==> config.mk <==
export PLATFORM = sky130hd
export DESIGN_NAME = system_fifo_sequencer
export DESIGN_NICKNAME = d
export VERILOG_FILES = /design/src/rtl/system_fifo_pkg.sv /design/src/rtl/valid_delay_line.sv /design/src/rtl/system_fifo_sequencer.sv
export SDC_FILE = /design/constraint.sdc
export NUM_CORES = 1
export LEC_CHECK = 0
export CAP_MARGIN = 30
export CELL_PAD_IN_SITES_DETAIL_PLACEMENT = 1
export CELL_PAD_IN_SITES_GLOBAL_PLACEMENT = 2
export CORE_ASPECT_RATIO = 1.5
export CORE_MARGIN = 4
export CORE_UTILIZATION = 35
export DETAILED_ROUTE_END_ITERATION = 8
export PLACE_DENSITY = 0.81
export SETUP_SLACK_MARGIN = 0.5
export SLEW_MARGIN = 10
export SYNTH_ARGS = -nofsm -noshare
export SYNTH_HDL_FRONTEND = slang
export SYNTH_SLANG_ARGS = --single-unit
==> constraint.sdc <==
create_clock -name clk -period 4.3 [get_ports clk]
set_input_delay 0.86 -clock clk [delete_from_list [all_inputs] [get_ports clk]]
set_output_delay 0.86 -clock clk [all_outputs]
set_load 0.02 [all_outputs]
==> src/rtl/system_fifo_pkg.sv <==
// Shared types and defaults for the per-step PV result FIFO sequencer.
package system_fifo_pkg;

    localparam int unsigned N_PV_DEF   = 16;
    localparam int unsigned DEPTH_DEF  = 16;
    localparam int unsigned RD_LAT_DEF = 1;

    typedef enum logic [2:0] {
        ST_IDLE,
        ST_FILL,
        ST_DRAIN,
        ST_FLUSH,
        ST_DONE
    } seq_state_e;

    // Bits needed to count 0..n inclusive
    function automatic int unsigned cnt_w(input int unsigned n);
        return $clog2(n + 1);
    endfunction

    localparam int unsigned CNT_W_DEF = cnt_w(N_PV_DEF);

endpackage

==> src/rtl/valid_delay_line.sv <==
// RD_LAT-stage valid shift register that lines out_valid up with FIFO read data.
module valid_delay_line
    import system_fifo_pkg::*;
#(
    parameter int unsigned RD_LAT = RD_LAT_DEF
) (
    input  logic clk,
    input  logic rst_n,
    input  logic i_clr,
    input  logic i_valid,
    output logic o_valid,
    output logic o_empty_c
);

    // Every stage except the output one
    localparam logic [RD_LAT-1:0] UP_MASK = RD_LAT'((32'd1 << (RD_LAT - 1)) - 32'd1);

    logic [RD_LAT-1:0] r_pipe;

    always_ff @(posedge clk or negedge rst_n) begin
        if (!rst_n) begin
            r_pipe <= '0;
        end else if (i_clr) begin
            r_pipe <= '0;
        end else begin
            r_pipe <= (r_pipe << 1) | RD_LAT'(i_valid);
        end
    end

    assign o_valid = r_pipe[RD_LAT-1];
    // High when nothing is in flight beyond the word now presented on o_valid
    assign o_empty_c = ~i_valid & ~|(r_pipe & UP_MASK);

endmodule

==> src/rtl/system_fifo_sequencer.sv <==
// Per-step write/drain sequencer for the PV result FIFO with counted handshakes
// and sticky protocol error reporting.
module system_fifo_sequencer
    import system_fifo_pkg::*;
#(
    parameter int unsigned N_PV   = N_PV_DEF,
    parameter int unsigned DEPTH  = DEPTH_DEF,
    parameter int unsigned RD_LAT = RD_LAT_DEF,
    parameter int unsigned CNT_W  = cnt_w(N_PV)
) (
    input  logic clk,
    input  logic rst_n,
    input  logic i_rst_user,
    input  logic i_step_start,
    input  logic i_src_valid,
    input  logic i_fifo_full,
    input  logic i_fifo_empty,
    output logic o_wr_en,
    output logic o_rd_en,
    output logic o_out_valid,
    output logic o_busy,
    output logic o_step_done,
    output logic o_err_ovf,
    output logic o_err_unf,
    output logic o_err_overrun
);

    // A step can never move more words than the FIFO holds
    localparam int unsigned N_EFF = (N_PV > DEPTH) ? DEPTH : N_PV;
    localparam logic [CNT_W-1:0] N_CNT = CNT_W'(N_EFF);
    localparam logic [CNT_W-1:0] LAST  = CNT_W'(N_EFF - 1);

    seq_state_e       r_state;
    seq_state_e       w_next;
    logic [CNT_W-1:0] r_wr_cnt;
    logic [CNT_W-1:0] r_rd_cnt;
    logic             r_busy;
    logic             r_step_done;
    logic             r_err_ovf;
    logic             r_err_unf;
    logic             r_err_overrun;
    logic             w_wr;
    logic             w_rd;
    logic             w_clr_cnt;
    logic             w_set_ovf;
    logic             w_set_unf;
    logic             w_set_ovr;
    logic             w_dl_empty;

    always_comb begin
        w_next    = r_state;
        w_wr      = 1'b0;
        w_rd      = 1'b0;
        w_clr_cnt = 1'b0;
        w_set_ovf = 1'b0;
        w_set_unf = 1'b0;
        w_set_ovr = i_step_start & (r_state != ST_IDLE);
        case (r_state)
            ST_IDLE: begin
                if (i_step_start) begin
                    w_next    = ST_FILL;
                    w_clr_cnt = 1'b1;
                end
            end
            ST_FILL: begin
                w_wr      = i_src_valid & ~i_fifo_full;
                w_set_ovf = i_src_valid & i_fifo_full;
                if (w_wr && (r_wr_cnt == LAST)) begin
                    w_next = ST_DRAIN;
                end
            end
            ST_DRAIN: begin
                w_rd      = (r_rd_cnt < N_CNT) & ~i_fifo_empty;
                w_set_unf = (r_rd_cnt < N_CNT) & i_fifo_empty;
                if (w_rd && (r_rd_cnt == LAST)) begin
                    w_next = ST_FLUSH;
                end
            end
            ST_FLUSH: begin
                if (w_dl_empty) begin
                    w_next = ST_DONE;
                end
            end
            ST_DONE: begin
                w_next = ST_IDLE;
            end
            default: begin
                w_next = ST_IDLE;
            end
        endcase
        if (i_rst_user) begin
            w_next = ST_IDLE;
        end
    end

    always_ff @(posedge clk or negedge rst_n) begin
        if (!rst_n) begin
            r_state     <= ST_IDLE;
            r_busy      <= 1'b0;
            r_step_done <= 1'b0;
        end else begin
            r_state     <= w_next;
            r_busy      <= (w_next != ST_IDLE);
            r_step_done <= (w_next == ST_DONE);
        end
    end

    // Word counters saturate at the step size
    always_ff @(posedge clk or negedge rst_n) begin
        if (!rst_n) begin
            r_wr_cnt <= '0;
            r_rd_cnt <= '0;
        end else if (i_rst_user || w_clr_cnt) begin
            r_wr_cnt <= '0;
            r_rd_cnt <= '0;
        end else begin
            if (w_wr && (r_wr_cnt != N_CNT)) begin
                r_wr_cnt <= r_wr_cnt + CNT_W'(1);
            end
            if (w_rd && (r_rd_cnt != N_CNT)) begin
                r_rd_cnt <= r_rd_cnt + CNT_W'(1);
            end
        end
    end

    always_ff @(posedge clk or negedge rst_n) begin
        if (!rst_n) begin
            r_err_ovf     <= 1'b0;
            r_err_unf     <= 1'b0;
            r_err_overrun <= 1'b0;
        end else if (i_rst_user) begin
            r_err_ovf     <= 1'b0;
            r_err_unf     <= 1'b0;
            r_err_overrun <= 1'b0;
        end else begin
            r_err_ovf     <= r_err_ovf | w_set_ovf;
            r_err_unf     <= r_err_unf | w_set_unf;
            r_err_overrun <= r_err_overrun | w_set_ovr;
        end
    end

    valid_delay_line #(
        .RD_LAT (RD_LAT)
    ) u_valid_dl (
        .clk       (clk),
        .rst_n     (rst_n),
        .i_clr     (i_rst_user),
        .i_valid   (w_rd),
        .o_valid   (o_out_valid),
        .o_empty_c (w_dl_empty)
    );

    assign o_wr_en       = w_wr;
    assign o_rd_en       = w_rd;
    assign o_busy        = r_busy;
    assign o_step_done   = r_step_done;
    assign o_err_ovf     = r_err_ovf;
    assign o_err_unf     = r_err_unf;
    assign o_err_overrun = r_err_overrun;

endmodule

==> impl_summary.md, run 1 <==
Run status
The run finished with clean final reports.

Synthesis
Of the synthesized area, sequential elements account for 0.461. The most frequent cell after synthesis is sky130_fd_sc_hd__dfrtp_1. The leading register cell type out of synthesis is sky130_fd_sc_hd__dfrtp_1. In this run, synthesis produced a sequential element count of 19.

In the synthesized netlist, the cells that appear most often are sky130_fd_sc_hd__dfrtp_1 (19), sky130_fd_sc_hd__inv_1 (9), sky130_fd_sc_hd__a21oi_1 (8). The synthesized netlist net count is 117. In this run, synthesis inferred 0 flip-flops with an integrated enable. Synthesis handed over a netlist of 104 instances. The mean post-synth cell area is 9.91 sq um. The synthesized design spends more area on one cell type than any other, namely sky130_fd_sc_hd__dfrtp_1. The portion of synthesized cell area occupied by the leading cell type is 0.461. Yosys attributes the largest share of cell area to sky130_fd_sc_hd__dfrtp_1 (46%), sky130_fd_sc_hd__ha_1 (7.3%), sky130_fd_sc_hd__a21oi_1 (3.9%). The number of warnings reported in the yosys synthesis log is 0. After synthesis the cells add up to 1030 sq um. The number of distinct library cells after synthesis is 35. The async set or reset register ratio after synthesis is 1.00.

Critical path
The signal on the critical path passes through clkdlybuf4s50_1, nand3b_1, nor2_1, clkdlybuf4s50_1. The worst reg2reg path startpoint is r_state[0]$_DFF_PN0_. The category of the most critical setup path is in2out. The register-to-register setup slack is 2.34 ns. Following the worst setup path forward leads to its endpoint at o_wr_en. The worst flop-to-flop path endpoint is r_rd_cnt[3]$_DFFE_PN0P_. The critical path contains buffers and inverters numbering 2 combined. The critical path starts at i_fifo_full. At the worst endpoint, the required time is 3.44 ns. Data arrives at the worst endpoint at 2.45 ns.

The critical path runs through a total of 4 cells. The kind of cell with the highest combined delay along the critical path is buffers and inverters. STA classifies the critical path endpoint as an output port. Of all nets on the critical path, the largest fanout is 10. The number of cells on the worst reg-to-reg path is 3. The slowest stage of the critical path is the sky130_fd_sc_hd__clkdlybuf4s50_1 cell. On the worst path, the slowest cell contributes a delay of 0.61 ns. STA classifies the critical path startpoint as an input port. The most prevalent standard cell on the critical path is sky130_fd_sc_hd__clkdlybuf4s50_1.

CTS
The clock transition at the registers of the reported paths is 0.07 ns. In this run, post-CTS hold repair placed 0 buffers. TritonCTS built the clock tree. The post-cts repair resize count is 0.

The tree built by TritonCTS fans out to 19 sinks. The clock tree buffer depth is 2. The buffer count from post-CTS setup fixing is 0.

The clock root buffer is sky130_fd_sc_hd__clkbuf_8. The number of H-tree levels is 1. At the later pin of the worst-skew pair, clock insertion delay measures 0.26 ns. The number of clock buffers added by TritonCTS is 3.

Power and ir drop
After layout, the design draws a total of 0.346 mW. The peak ir drop on the vdd network is 158 uV. Power spread over the standard cell area amounts to 277 nW/um^2. In this run the static leakage power is 0.498 nW.

Placed design
The count of input and output buffers is 14. After legalization and detailed placement, the total HPWL measured 1770 um. The number of placed instances, taps included, is 148.

Summing all placed instances gives a cell area of 1190 sq um. At the end of routability-driven placement, the weighted congestion stood at 0.728.

STA
In the finished design, the share of the clock period the worst path needs comes to 0.770. The clock period minus worst slack is 3.31 ns. The transition at the pin with the smallest max-transition slack is 0.832 ns. The max-slew violation count was 0.

Setup total negative slack on the finished layout was measured at 0 ns. The clock tree skew after final layout is 0.00347 ns. Timing would allow up to 0.302 GHz. The post-route worst hold slack is 0.500 ns.

Setup repair after global routing left no endpoint under its margin. Headroom to the max-slew limit came out at 0.438. The number of hold violations in the final report is 0. The final count of negative-setup-slack endpoints is 0.

Floorplan
The floorplan has 23 rows. The die area is 3900 sq um. The core region area is 2760 sq um. The effective utilization at floorplan is 0.373. The die extent in y is 74.5 um. In this run the count of I/O pins placed on the die edge is 15. The width of the die is 52.3 um.

Detailed routing
The pre-antenna-repair detailed-routing pass consisted of 4 iterations. The total via count after detailed routing is 852. The total wire length is 2420 um. The number of vias per cell is 5.57.

The number of nets with antenna violations after detailed routing is 0. Dividing the detail-routed wire length by the instance count gives 15.8 um. The residual DRC count is 0. After the first detailed-routing iteration, the DRC count stood at 13.

Layout
After the flow finishes, the layout carries non-filler instances totaling 153. After routing the design area is 1250 sq um. The final net count is 130. The area growth from synthesis to final layout is 21.1%. The number of antenna diodes in the final layout is 0.

The share of layout cells above drive strength 1 is 0.0948.

GRT
For this run, the total global-route usage over all layers was measured as 0.144. Global routing finished with a remaining overflow of 0. The initial antenna violation count is 0. The pin count of the biggest net entering global routing is 20. The first global-routing pass estimated 4200 um of wire.

The via count of the first global-routing pass came to 941.

Flow run
The number of max-cap violations is 0.

Hold path
The worst hold path belongs to the class reg2reg.
## logic make-up after synthesis
kind of cell	after synthesis	synth area share
DFF	19	0.461
muxes	2	0.0206
AOI/OAI and AO/OA	22	0.141
buffers and inverters	16	0.0607
and+or+nand+nor	39	0.244
adders and majority gates	6	0.0728
## how the worst min path moves through the flow
stage                            startpoint                      end  slack, ns  cells past startpoint
finish              o_err_overrun$_DFF_PN0_  o_err_overrun$_DFF_PN0_       0.50                      2
global placement    o_err_overrun$_DFF_PN0_  o_err_overrun$_DFF_PN0_       0.48                      2
global route        o_err_overrun$_DFF_PN0_  o_err_overrun$_DFF_PN0_       0.55                      2
detailed placement  o_err_overrun$_DFF_PN0_  o_err_overrun$_DFF_PN0_       0.49                      2
CTS                 o_err_overrun$_DFF_PN0_  o_err_overrun$_DFF_PN0_       0.51                      2
floorplan           r_rd_cnt[4]$_DFFE_PN0P_  r_rd_cnt[4]$_DFFE_PN0P_       0.53                      2
## stage by stage
stage	util	setup slack [ns]
6_report	0.452	0.988
3_5_place_dp	0.430	0.994
2_1_floorplan	-	1.95
3_3_place_gp	0.430	1.02
5_1_grt	0.452	0.886
4_1_cts	0.447	0.985
## metal layers
| metal | track usage | part of all wire | up-vias |
|---|---|---|---|
| li1 | - | - | 404 |
| met1 | 0.170 | 0.41 | 423 |
| met2 | 0.238 | 0.52 | 18 |
| met3 | 0.0401 | 0.041 | 7 |
| met4 | 0.0710 | 0.024 | 0 |
| met5 | 0 | 0 | - |
## flip-flops by register name, summed over array words and instances (netlist names)
signal / cells
r_rd_cnt: 5
r_state: 3
o_err_unf: 1
o_err_ovf: 1
o_err_overrun: 1
u_valid_dl.o_valid: 1
o_busy: 1
o_step_done: 1
r_wr_cnt: 5
## tightest hold or removal path: stages (launching register included)
cell and delay, ns:
sky130_fd_sc_hd__dfrtp_1 0.35, sky130_fd_sc_hd__a21oi_1 0.04, sky130_fd_sc_hd__nor2_1 0.07
## final cells by class
class | instances | area (sq um)
fill | 325 | 1510
multi-input combinational | 69 | 493
sequential | 19 | 475
timing repair buffer | 15 | 155
tap | 37 | 46.3
clock buffer | 4 | 45.0
inverter | 9 | 33.8
## report_power, final
part	internal (mW)	switching, mW
logic	0.0153	0.0178
registers	0.181	0.00298
clock network	0.0660	0.0623
## layout by cell type, fill, tap and decap left out, drive strengths merged, types with 2 or more instances in the layout
master / Yosys / routed
dfrtp: 19 / 19
clkdlybuf4s50: 0 / 14
inv: 9 / 9
a21oi: 9 / 9
nor2: 7 / 7
ha: 6 / 6
nand3: 5 / 5
nor3: 4 / 4
nor4b: 4 / 4
o31ai: 4 / 4
or4: 4 / 4
clkbuf: 5 / 4
o21ai: 3 / 3
and3: 2 / 2
nand3b: 2 / 2
or3: 2 / 2
or4b: 2 / 2
No activity file was read; power rests on OpenSTA's default activity.
==> inputs of run 2 (changes only) <==
--- a/config.mk
+++ b/config.mk
@@ -10,9 +10,9 @@
 export CELL_PAD_IN_SITES_GLOBAL_PLACEMENT = 2
 export CORE_ASPECT_RATIO = 1.5
 export CORE_MARGIN = 4
-export CORE_UTILIZATION = 35
+export CORE_UTILIZATION = 33
 export DETAILED_ROUTE_END_ITERATION = 8
-export PLACE_DENSITY = 0.81
+export PLACE_DENSITY = 0.77
 export SETUP_SLACK_MARGIN = 0.5
 export SLEW_MARGIN = 10
 export SYNTH_ARGS = -nofsm -noshare
==> constraint.sdc (replaced) <==
create_clock -name clk -period 3.1 [get_ports clk]
set_input_delay 0.62 -clock clk [delete_from_list [all_inputs] [get_ports clk]]
set_output_delay 0.62 -clock clk [all_outputs]
set_load 0.02 [all_outputs]
==> impl_summary.md, run 2 (synthesis gave the netlist of run 1 again) <==
Placed design
The instance area at placement is 1210 sq um (was 1190 sq um). The count of input and output buffers is 14 (unchanged). The final weighted congestion of routability-driven global placement was 0.714 (was 0.728). The detailed placer's ending HPWL was 1640 um (was 1770 um).

Detailed routing
The total via count after detailed routing came to 828 (was 852). The iteration-0 DRC count of the detailed router is 19 (was 13). The number of nets with antenna violations after detailed routing is 0 (unchanged).

The number of vias per cell came to 5.27 (was 5.57). The residual DRC count is 0 (unchanged). The length of the first detailed-routing pass in iterations is 4 (unchanged). The total wire length is 2310 um (was 2420 um). The routed length per placed instance came to 14.7 um (was 15.8 um).

STA
The transition at the pin with the smallest max-transition slack was 0.875 ns (was 0.832 ns). The number of hold violations in the final report is 0 (unchanged). Subtracting the final worst setup slack from the clock period gives 2.41 ns. Setup repair after global routing missed its margin: no (unchanged).

The maximum clock rate is 0.415 GHz. The fraction of the cycle the final worst path needs is 0.777. The final count of negative-setup-slack endpoints is 0 (unchanged). The clock tree skew after final layout is 0.00476 ns (was 0.00347 ns). The worst slew margin relative to its limit is 0.408 (was 0.438).

The accumulated negative setup slack is 0 ns (unchanged). The max-slew violation count is 0 (unchanged).

Critical path
The top fanout value on the critical path is 11 (was 10). The endpoint type of the worst setup path is an output port (unchanged). The category of the most critical setup path is reg2out (was in2out). The arrival time at the worst endpoint is 1.79 ns (was 2.45 ns).

The type of element launching the critical path is a flip-flop (was input port). The required time reported for the critical path endpoint was 2.48 ns (was 3.44 ns).

Power and ir drop
The leakage power is 0.522 nW (was 0.498 nW). The peak ir drop on the vdd network is 245 uV (was 158 uV). The power per cell area came to 376 nW/um^2 (was 277 nW/um^2).

CTS
The clock tree buffer depth is 2 (unchanged). The number of H-tree levels is 1 (unchanged). The TritonCTS clock tree is yes (unchanged). The clock transition at the registers of the reported paths is 0.08 ns (was 0.07 ns). The post-cts repair resize count is 3 (was 0). The number of buffers added to fix hold violations after cts came to 0 (unchanged).

The TritonCTS buffer count is 3 (unchanged). The buffer count from post-CTS setup fixing is 0 (unchanged). The clock root buffer is sky130_fd_sc_hd__clkbuf_8 (unchanged). The total number of clock tree sinks is 19 (unchanged). The insertion delay of the later-clocked pin in the worst-skew pair came to 0.25 ns (was 0.26 ns).

GRT
The most used routing layer in global routing is met2 (unchanged). The via count of the first global-routing pass is 842 (was 941). The pin count of the biggest net entering global routing is 20 (unchanged). The initial antenna violation count is 0 (unchanged).

The global router's overall resource usage is 0.134 (was 0.144). The global routing usage on met2 came to 0.210 (was 0.238). The global-route wire length before repair is 4060 um (was 4200 um). The met3 track demand over resource is 0.0235 (was 0.0401).

The global-route met1 utilization is 0.172 (was 0.170). The global route total overflow is 0 (unchanged).

Floorplan
The count of standard-cell rows is 24 (was 23). The width of the die is 53.6 um (was 52.3 um). The effective utilization at floorplan is 0.350 (was 0.373). The die area was 4100 sq um (was 3900 sq um).

The number of top-level pins is 15 (unchanged). The core region area came to 2940 sq um (was 2760 sq um). The die extent in y is 76.5 um (was 74.5 um).

Layout
The share of the core filled with cells was 0.431 (was 0.452). Commonest cells after routing, fill and taps aside: sky130_fd_sc_hd__dfrtp_1 (19), sky130_fd_sc_hd__clkdlybuf4s50_1 (12), sky130_fd_sc_hd__inv_1 (9) (was sky130_fd_sc_hd__dfrtp_1 (19), sky130_fd_sc_hd__clkdlybuf4s50_1 (14), sky130_fd_sc_hd__inv_1 (9)). The final net count is 132 (was 130). The final antenna diode count is 0 (unchanged). The area growth from synthesis to final layout is 23.1% (was 21.1%). The most frequent standard cell in the layout excluding fill and tap cells is sky130_fd_sc_hd__dfrtp_1 (unchanged). The final instance area is 1270 sq um (was 1250 sq um). The share of layout cells above drive strength 1 was 0.127 (was 0.0948). Registers with the most flip-flops: r_rd_cnt (5), r_wr_cnt (5), r_state (3) (unchanged).

Hold path
The kind of path behind the tightest hold check is reg2reg (unchanged).

Flow run
The number of max-cap violations was 0 (unchanged).

Run status
Status: complete, no violations (unchanged).
==> run 2: cell count changes in the layout (fill, tap and decap cells not counted), sizes merged <==
cell,before,now
buf,1,3
dlygate4sd2,0,2
clkinv,0,1
clkdlybuf4s50,14,12
clkbuf,4,3
==> run 2: path summary, 6_finish.rpt <==
kind	start	slack, ns	cells after the start	to
min in group asynchronous	rst_n	0.61	1	o_busy$_DFF_PN0_
worst min register to register	o_err_overrun$_DFF_PN0_	0.50	2	o_err_overrun$_DFF_PN0_
worst min-delay path	o_err_overrun$_DFF_PN0_	0.50	2	o_err_overrun$_DFF_PN0_
max in group asynchronous	rst_n	2.09	2	r_rd_cnt[0]$_DFFE_PN0P_
worst max-delay path	r_state[2]$_DFF_PN0_	0.69	3	o_rd_en
worst max register to register	r_state[0]$_DFF_PN0_	1.22	4	r_wr_cnt[1]$_DFFE_PN0P_
==> run 2: area by class of cell <==
class / count / area [sq um]
clock buffer: 3 / 41.3
clock inverter: 1 / 5.00
fill: 363 / 1670
inverter: 9 / 33.8
multi-input combinational: 69 / 497
sequential: 19 / 475
tap: 39 / 48.8
timing repair buffer: 17 / 168
==> run 2: worst max-delay path, stage by stage (launching register included) <==
cell,delay (ns)
sky130_fd_sc_hd__dfrtp_1,0.49
sky130_fd_sc_hd__or4b_4,0.59
sky130_fd_sc_hd__nor2_1,0.11
sky130_fd_sc_hd__dlygate4sd2_1,0.34
==> run 2: per-stage QoR <==
stage          hold slack, ns  power [mW]  worst slack, ns  std cells
2_1_floorplan           0.324       0.282             1.17        104
3_3_place_gp            0.482       0.307            0.498        152
3_5_place_dp            0.489       0.308            0.481        152
4_1_cts                 0.506       0.480            0.694        156
5_1_grt                 0.547       0.501            0.623        157
6_report                0.503       0.477            0.691        157
==> run 2: routing by layer <==
metal | share of wire | vias up
met3 | 0.030 | 4
met1 | 0.45 | 404
met4 | 0.019 | 0
li1 | - | 406
met2 | 0.50 | 14
met5 | 0 | -
==> run 2: power by group <==
group          switching [mW]  total [mW]  internal, mW  leakage [nW]
Clock                  0.0836       0.173        0.0893        0.0255
Combinational          0.0276      0.0502        0.0226         0.235
Sequential            0.00206       0.254         0.252         0.261
==> inputs of run 3 (changes only) <==
==> constraint.sdc (replaced) <==
create_clock -name clk -period 2.3 [get_ports clk]
set_input_delay 0.46 -clock clk [delete_from_list [all_inputs] [get_ports clk]]
set_output_delay 0.46 -clock clk [all_outputs]
set_load 0.02 [all_outputs]
==> impl_summary.md, run 3 (synthesis gave the netlist of run 1 again) <==
Critical path
The startpoint of the worst setup timing path is r_rd_cnt[4]$_DFFE_PN0P_ (was r_state[2]$_DFF_PN0_). The maximum single-stage delay on the critical path came to 0.58 ns (was 0.59 ns). Critical Path, Cell by Cell: or4b_4, nor2_4, buf_6 (was or4b_4, nor2_1, dlygate4sd2_1). The type of element launching the critical path is a flip-flop (unchanged).

The required time reported for the critical path endpoint is 1.84 ns (was 2.48 ns). The endpoint type of the worst setup path is an output port (unchanged). The worst reg2reg path startpoint is r_rd_cnt[4]$_DFFE_PN0P_ (was r_state[0]$_DFF_PN0_). The highest-delay cell along the critical path is sky130_fd_sc_hd__or4b_4 (unchanged). The top fanout value on the critical path came to 3 (was 11). The arrival time at the worst endpoint is 1.45 ns (was 1.79 ns). The category of the most critical setup path was reg2out (unchanged).

Power and ir drop
The switching power came to 0.158 mW (was 0.113 mW). The power per cell area is 464 nW/um^2 (was 376 nW/um^2). The part of the total power dissipated in combinational logic came to 0.117 (was 0.105). The leakage power is 0.606 nW (was 0.522 nW). The share of total power consumed by net switching is 0.241 (was 0.238).

The final total power is 0.654 mW (was 0.477 mW). The peak ir drop on the vdd network is 340 uV (was 245 uV). The internal power component is 0.496 mW (was 0.363 mW).

The proportion of power drawn by flip-flops and latches was 0.523 (was 0.532). The relative contribution of the clock network to total power came to 0.360 (was 0.363).

Floorplan
The number of top-level pins was 15 (unchanged). The core region area is 2940 sq um (unchanged). The die extent in y came to 76.5 um (unchanged). The count of standard-cell rows came to 24 (unchanged).

The die area is 4100 sq um (unchanged). The width of the die came to 53.6 um (unchanged). The effective utilization at floorplan came to 0.350 (unchanged).

GRT
The global-route wire length before repair is 4690 um (was 4060 um). The initial antenna violation count is 0 (unchanged). The global route total overflow was 0 (unchanged). The global router's overall resource usage is 0.149 (was 0.134). The pin count of the biggest net entering global routing is 20 (unchanged). The via count of the first global-routing pass was 1028 (was 842).

Layout
The final instance area came to 1410 sq um (was 1270 sq um). Registers with the most flip-flops: r_rd_cnt (5), r_wr_cnt (5), r_state (3) (unchanged). The share of the core filled with cells came to 0.479 (was 0.431). The final net count is 148 (was 132). The final antenna diode count is 0 (unchanged). The most frequent standard cell in the layout excluding fill and tap cells is sky130_fd_sc_hd__dfrtp_1 (unchanged). The area growth from synthesis to final layout is 36.7% (was 23.1%).

The share of layout cells above drive strength 1 is 0.261 (was 0.127). The number of non-filler instances in the completed layout was 173 (was 157). Commonest cells after routing, fill and taps aside: sky130_fd_sc_hd__dfrtp_1 (19), sky130_fd_sc_hd__buf_4 (18), sky130_fd_sc_hd__clkdlybuf4s50_1 (10) (was sky130_fd_sc_hd__dfrtp_1 (19), sky130_fd_sc_hd__clkdlybuf4s50_1 (12), sky130_fd_sc_hd__inv_1 (9)).

STA
The transition at the pin with the smallest max-transition slack is 0.603 ns (was 0.875 ns). The worst slew margin relative to its limit is 0.593 (was 0.408). The accumulated negative setup slack is 0 ns (unchanged).

The post-route worst hold slack was 0.511 ns (was 0.503 ns). Setup repair after global routing missed its margin: yes (was no). The clock tree skew after final layout was 0.00263 ns (was 0.00476 ns). The number of hold violations in the final report came to 0 (unchanged). Timing would allow up to 0.523 GHz. The clock period could shrink to 1.91 ns. The final count of negative-setup-slack endpoints is 0 (unchanged). The final worst slack is 0.389 ns (was 0.691 ns). The fraction of the cycle the final worst path needs is 0.831. The max-slew violation count is 0 (unchanged).

CTS
The number of H-tree levels is 1 (unchanged). The TritonCTS buffer count is 3 (unchanged). The insertion delay of the later-clocked pin in the worst-skew pair is 0.25 ns (about the same). The clock tree buffer depth came to 2 (unchanged). The TritonCTS clock tree is yes (unchanged). The total number of clock tree sinks is 19 (unchanged). The clock transition at the registers of the reported paths is 0.07 ns (was 0.08 ns). The clock root buffer is sky130_fd_sc_hd__clkbuf_8 (unchanged).

Detailed routing
The length of the first detailed-routing pass in iterations was 2 (was 4). The total wire length is 2690 um (was 2310 um). The residual DRC count is 0 (unchanged). The routed length per placed instance is 15.6 um (was 14.7 um). The number of nets with antenna violations after detailed routing is 0 (unchanged). The total via count after detailed routing is 900 (was 828).

The iteration-0 DRC count of the detailed router is 8 (was 19). The number of vias per cell is 5.20 (was 5.27).

Placed design
The worst-case setup slack after placement was 0.0256 ns (was 0.481 ns). The instance area at placement is 1280 sq um (was 1210 sq um). The detailed placer's ending HPWL is 1940 um (was 1640 um). The number of instances in the placed design came to 162 (was 152). The final weighted congestion of routability-driven global placement was 0.720 (was 0.714). The count of input and output buffers was 14 (unchanged).

Run status
Status: complete, no violations (unchanged).

Hold path
The kind of path behind the tightest hold check is reg2reg (unchanged). The launch instance of the worst min-delay path is o_err_unf$_DFF_PN0_ (was o_err_overrun$_DFF_PN0_).

Flow run
The number of max-cap violations is 0 (unchanged).
[run 3: final timing paths]
kind,cells past startpoint,slack (ns),endpoint
max reg2reg,4,0.57,r_rd_cnt[3]$_DFFE_PN0P_
max in group asynchronous,2,1.55,r_rd_cnt[4]$_DFFE_PN0P_
min,2,0.51,o_err_unf$_DFF_PN0_
min reg2reg,2,0.51,o_err_unf$_DFF_PN0_
max,3,0.39,o_rd_en
min in group asynchronous,2,0.55,r_wr_cnt[0]$_DFFE_PN0P_
[run 3: timing repair]
item,4_1_cts,5_1_grt
hold buffers,0,0
setup buffers,2,5
resized for setup,19,3
pin swaps,1,2
setup endpoints to repair,8,7
gates cloned,0,0
[run 3: power groups by stage]
| stage | logic [mW] | clock network [mW] | registers (mW) |
|---|---|---|---|
| 2_1_floorplan | 0.0277 | 0 | 0.352 |
| 3_3_place_gp | 0.0743 | 0 | 0.348 |
| 3_5_place_dp | 0.0767 | 0 | 0.349 |
| 4_1_cts | 0.0780 | 0.247 | 0.342 |
| 5_1_grt | 0.0856 | 0.258 | 0.343 |
| 6_report | 0.0768 | 0.235 | 0.342 |
[run 3: final cells by class]
cell class	instances	area (sq um)
Clock buffer	3	41.3
Fill cell	363	1530
Sequential cell	19	475
Timing Repair Buffer	33	287
Multi-Input combinational cell	69	518
Clock inverter	1	5.00
Tap cell	39	48.8
Inverter	9	33.8
[run 3: critical path, delay by kind of cell, from the launching register on]
kind | cells | cell delay [ns]
and+or+nand+nor | 2 | 0.69
DFF | 1 | 0.38
buffers and inverters | 1 | 0.12
[run 3: per-layer routing]
metal	global-route usage	part of all wire	vias up
met5	0	0	-
met4	0.0537	0.0078	0
met3	0.0196	0.019	2
met2	0.258	0.55	10
met1	0.180	0.43	452
li1	-	-	436
==> patch 1: new RTL, config.mk and constraints of run 3 <==
The package constant `RD_LAT_DEF` goes from 1 to 2.
--- a/src/rtl/system_fifo_pkg.sv
+++ b/src/rtl/system_fifo_pkg.sv
@@ -3,7 +3,7 @@
 
     localparam int unsigned N_PV_DEF   = 16;
     localparam int unsigned DEPTH_DEF  = 16;
-    localparam int unsigned RD_LAT_DEF = 1;
+    localparam int unsigned RD_LAT_DEF = 2;
 
     typedef enum logic [2:0] {
         ST_IDLE,
Function: no difference found for any inputs over 10 cycles, from zero or initial values and one cycle with rst_n low; that may be too few to reach the edited logic, so the function may still have changed.
==> patch 1 against run 3 <==
  * Synthesized cell count increased by 5.8%
  * Cell area up 5.1%
  * Setup slack improved by 0.0030 ns
  * Sequential cell count grew 1
  * Clock power shrank 4%
  * Count of clock-buffer cells in the layout unchanged
  * Routed wire length rose by 11%
  * Sequential share of layout area grew 0.065 points
  * Total power increased by 6.1%
  * Synthesized area up 3.9%
  * Sequential power rose by 6%
  * Combinational power increased by 39%
  * Critical path type unchanged
  * Critical endpoint unchanged
==> patch 1: results (changes against run 3) <==
[layout]
nFillCells=351  ; was 363
multi_input_area_share_pct=39.5  ; was 36.8%
post_route_cells_drive_above_1_share_pct=27.0  ; was 26.1%
buffers=30  ; was 33
nets=152  ; was 148
num-multi-input-gates=74  ; was 69
seq_cell_count=20  ; was 19
nNonClkInverters=10  ; was 9
buf_share_pct=18.0  ; was 20.3%
clk_share_pct=2.79  ; was 3.29%

[cts]
cts.repair.resized=15  ; was 19
post_cts_buffers=4  ; was 2

[global_routing]
grt_start_max_net_pins=21  ; was 20
grtUsageMet3_pct=2.69  ; was 1.96%
grt_usage_pct=16.5  ; was 14.9%
gr-usage-met1_pct=17.8  ; was 18.0%
grt_pass1_vias=1083  ; was 1028
grt_first_pass_wirelength_mm=5.13  ; was 4.69 mm

[sta]
fin_worst_skew_ns=0.00415  ; was 0.00263 ns
relSlewSlack_pct=68.2  ; was 59.3%

[setup_path]
path_depth=3  ; unchanged
r2r_setup_slack_ns=0.44  ; was 0.57 ns
critPathSlowestCell=or4b_4  ; unchanged

[route]
drt_iter0_drc=7  ; was 8
met2_length_mm=1.80  ; was 1.47 mm
vias=946  ; was 900
routed_wl_mm=3.00  ; was 2.69 mm
routedWlPerCell_um=16.9  ; was 15.6 um
drt-met1-wl_mm=1.11  ; was 1.15 mm

[logic_synthesis]
synthAdderAreaFrac_pct=7.01  ; was 7.28%
synth.lib_cells_used.distinct=32  ; was 35
synth_compound_area_share_pct=12.7  ; was 14.1%
synth_fp_nets=123  ; was 117
synthCells=110  ; was 104
synth.area.top_cells=dfrtp_1, ha_1, a21oi_1  ; unchanged
synth.area.mux_share_pct=1.87  ; was 2.06%

[placed_design]
place_inst=168  ; was 162
place.gp.congestion=0.725  ; was 0.720
dp_hpwl_mm=2.12  ; was 1.94 mm

[power]
peakVddDrop_uv=294  ; was 340 uV
power.leakage_nw=0.637  ; was 0.606 nW

[outcome]
outcome=complete, no violations  ; unchanged

## patch 1: worst reg2reg max path, delay by kind of cell, from the launching register on
kind                   cells  cell delay (ns)
buffers and inverters      1             0.18
AO/OA/AOI/OAI              1             0.15
flip-flops                 1             0.41
AND/OR/NAND/NOR            2             1.06
## patch 1: power breakdown
group	internal [W]	switching, W	total (W)
combinational	0.0000491	0.0000575	0.000107
sequential	0.000357	0.00000430	0.000361
clock	0.000117	0.000110	0.000226
total	0.000523	0.000171	0.000694
## patch 1: per-stage QoR
step                cell area [um2]  utilization, %  setup slack (ns)  hold slack, ns  power [W]
floorplan                      1070               -             0.573           0.164   0.000406
global placement               1320            42.0            0.0840           0.480   0.000455
detailed placement             1320            42.0            0.0606           0.495   0.000458
CTS                            1400            44.7             0.387           0.515   0.000690
global route                   1480            47.3             0.340           0.537   0.000728
finish                         1480            47.3             0.392           0.509   0.000694
## patch 1: how the worst min path moves through the flow
stage	depth (start not counted)	start	endpoint
after floorplan	0	rst_n	o_busy$_DFF_PN0_
after global placement	2	o_err_overrun$_DFF_PN0_	o_err_overrun$_DFF_PN0_
after detailed placement	2	o_err_unf$_DFF_PN0_	o_err_unf$_DFF_PN0_
after CTS	2	o_err_unf$_DFF_PN0_	o_err_unf$_DFF_PN0_
after global routing	2	o_err_overrun$_DFF_PN0_	o_err_overrun$_DFF_PN0_
final	2	o_err_unf$_DFF_PN0_	o_err_unf$_DFF_PN0_
## patch 1: cell families (layout without fill, tap and decap cells)
group | Yosys count | count (layout)
AND/OR/NAND/NOR | 43 | 43
AO/OA/AOI/OAI | 23 | 23
flip-flops | 20 | 20
buffers and inverters | 16 | 43
adder cells (fa/ha/maj) | 6 | 6
multiplexers | 2 | 2
==> patch 2: new RTL, flow settings as in run 3 <==
Without the edit above. Reset style: synchronous (`rst_n`), changed in 4 clocked blocks.
--- a/src/rtl/valid_delay_line.sv
+++ b/src/rtl/valid_delay_line.sv
@@ -17,7 +17,7 @@
 
     logic [RD_LAT-1:0] r_pipe;
 
-    always_ff @(posedge clk or negedge rst_n) begin
+    always_ff @(posedge clk) begin
         if (!rst_n) begin
             r_pipe <= '0;
         end else if (i_clr) begin
--- a/src/rtl/system_fifo_sequencer.sv
+++ b/src/rtl/system_fifo_sequencer.sv
@@ -93,7 +93,7 @@
         end
     end
 
-    always_ff @(posedge clk or negedge rst_n) begin
+    always_ff @(posedge clk) begin
         if (!rst_n) begin
             r_state     <= ST_IDLE;
             r_busy      <= 1'b0;
@@ -106,7 +106,7 @@
     end
 
     // Word counters saturate at the step size
-    always_ff @(posedge clk or negedge rst_n) begin
+    always_ff @(posedge clk) begin
         if (!rst_n) begin
             r_wr_cnt <= '0;
             r_rd_cnt <= '0;
@@ -123,7 +123,7 @@
         end
     end
 
-    always_ff @(posedge clk or negedge rst_n) begin
+    always_ff @(posedge clk) begin
         if (!rst_n) begin
             r_err_ovf     <= 1'b0;
             r_err_unf     <= 1'b0;
Formal check against the unedited RTL: differs if rst_n is asserted again (counterexample within 4 cycles, from zero or initial values and one cycle with rst_n low); with rst_n held inactive, the same outputs for 10 cycles.
==> patch 2 against run 3 <==
  * Sequential share of layout area is 3.0 points lower
  * Sequential cell count is the same
  * Synthesized area down 9.8%
  * Setup slack improved by 0.11 ns
  * Final cell count decreased by 4.0%
  * Largest cell class unchanged
  * Sequential power decreased by 3%
  * Largest power group unchanged
  * Synthesized cell count increased by 1.9%
  * Highest routed layer unchanged
  * Fmax is 6.3% higher
  * Cell area down 12%
  * Total power shrank 7.2%
  * Routed wire length decreased by 14%
  * Clock power is 2% lower
==> patch 2: results (changes against run 3) <==
[outcome]
outcome=complete, no violations  ; unchanged

[power]
peakVddDrop_uv=204  ; was 340 uV
switching_share_pct=21.5  ; was 24.1%
power.leakage_nw=0.438  ; was 0.606 nW

[worst_hold_path]
hold_start=o_err_overrun$_SDFF_PP0_  ; was o_err_unf$_DFF_PN0_
holdPathEnd=o_err_overrun$_SDFF_PP0_  ; was o_err_unf$_DFF_PN0_

[layout]
num-multi-input-gates=70  ; was 69
seq_cell_count=19  ; unchanged
layout-area-overhead-vs-synth_pct=33.2  ; was 36.7%
buffers=26  ; was 33
buf_share_pct=18.6  ; was 20.3%
clk_share_pct=3.64  ; was 3.29%
nNonClkInverters=10  ; was 9
multi_input_area_share_pct=40.3  ; was 36.8%
regArea_um2=380  ; was 475 um2
num-clock-buffers=4  ; was 3
nFillCells=319  ; was 363
nets=143  ; was 148
post_route_cells_drive_above_1_share_pct=17.8  ; was 26.1%

[logic_synthesis]
synth_common_cells=dfxtp_1, a21oi_1, inv_1, ha_1, nor2_1  ; was dfrtp_1, inv_1, a21oi_1, nor2_1, ha_1
synthCells=106  ; was 104
synth_ff_type=dfxtp_1  ; was dfrtp_1
synth.area.mux_share_pct=1.21  ; was 2.06%
synth_fp_nets=119  ; was 117
yosysWarnings=0  ; unchanged
synth.area.top_cells=dfxtp_1, ha_1, a21oi_1  ; was dfrtp_1, ha_1, a21oi_1
synth_seq_area_share_pct=40.9  ; was 46.1%
synthAdderAreaFrac_pct=8.08  ; was 7.28%
synthArstFlopShare_pct=0  ; was 100%
synth_compound_area_share_pct=17.1  ; was 14.1%
synth_xor_area_share_pct=0  ; unchanged
synth.lib_cells_used.distinct=32  ; was 35

[global_routing]
grt_pass1_vias=924  ; was 1028
grt_first_pass_wirelength_mm=3.92  ; was 4.69 mm
grt_start_max_net_pins=11  ; was 20
grt_usage_pct=13.4  ; was 14.9%

[placed_design]
place_inst=160  ; was 162
detailedPlace.worstSlack_ns=-0.0137  ; was 0.0256 ns
place.gp.congestion=0.760  ; was 0.720
place_area_um2=1160  ; was 1280 um2
dp_hpwl_mm=1.80  ; was 1.94 mm

[setup_path]
cp.arrival_ns=1.34  ; was 1.45 ns
r2r_end=r_rd_cnt[3]$_SDFFE_PP0P_  ; was r_rd_cnt[3]$_DFFE_PN0P_
worst_path_largest_cell_delay_ns=0.56  ; was 0.58 ns
critPathLaunch=r_state[0]$_SDFF_PN0_  ; was r_rd_cnt[4]$_DFFE_PN0P_
endpoint=o_rd_en  ; unchanged
r2r_cells=4  ; unchanged
crit_fanout=2  ; was 3

[sta]
tightest_slew_ns=0.709  ; was 0.603 ns
fin_worst_skew_ns=0.00256  ; was 0.00263 ns
timing.final.crit_share_pct=78.2  ; was 83.1%
timing.hold.ws_ns=0.459  ; was 0.511 ns

[route]
drt_iter0_drc=29  ; was 8
viasPerCell=5.23  ; was 5.20
routed_wl_mm=2.32  ; was 2.69 mm
vias=868  ; was 900

[cts]
root_buffer=clkbuf_8  ; unchanged
clkTransAtPathRegs_ns=0.07  ; about the same

[die]
core_um2=2680  ; was 2940 um2

==> patch 2: what timing repair did <==
action                                  CTS  global route
endpoints found under the hold margin     0             0
setup buffers                             2             0
gates resized for setup                  17             2
gates cloned                              0             0
endpoints found under the setup margin    2             3
pin swaps                                 3             1
==> patch 2: power by group through the flow <==
stage	registers (W)	clock network (W)	logic (W)
floorplan	0.000341	0	0.0000168
global placement	0.000340	0	0.0000428
detailed placement	0.000340	0	0.0000437
CTS	0.000332	0.000237	0.0000441
global route	0.000332	0.000251	0.0000484
finish	0.000332	0.000231	0.0000440
==> patch 2: metal layers <==
metal / vias up / track usage (%) / share of wire (%) / wire length [um]
met5: - / 0 / 0 / 0
met4: 0 / 4.37 / 0.43 / 10
met3: 2 / 1.23 / 1.6 / 37
met2: 9 / 27.4 / 57 / 1330
met1: 424 / 13.6 / 41 / 946
li1: 433 / - / - / -
==> patch 2: tightest hold or removal path, cell delays in order, from the launching register on <==
cell     delay (ns)
dfxtp_1        0.31
inv_1          0.05
a21oi_1        0.05
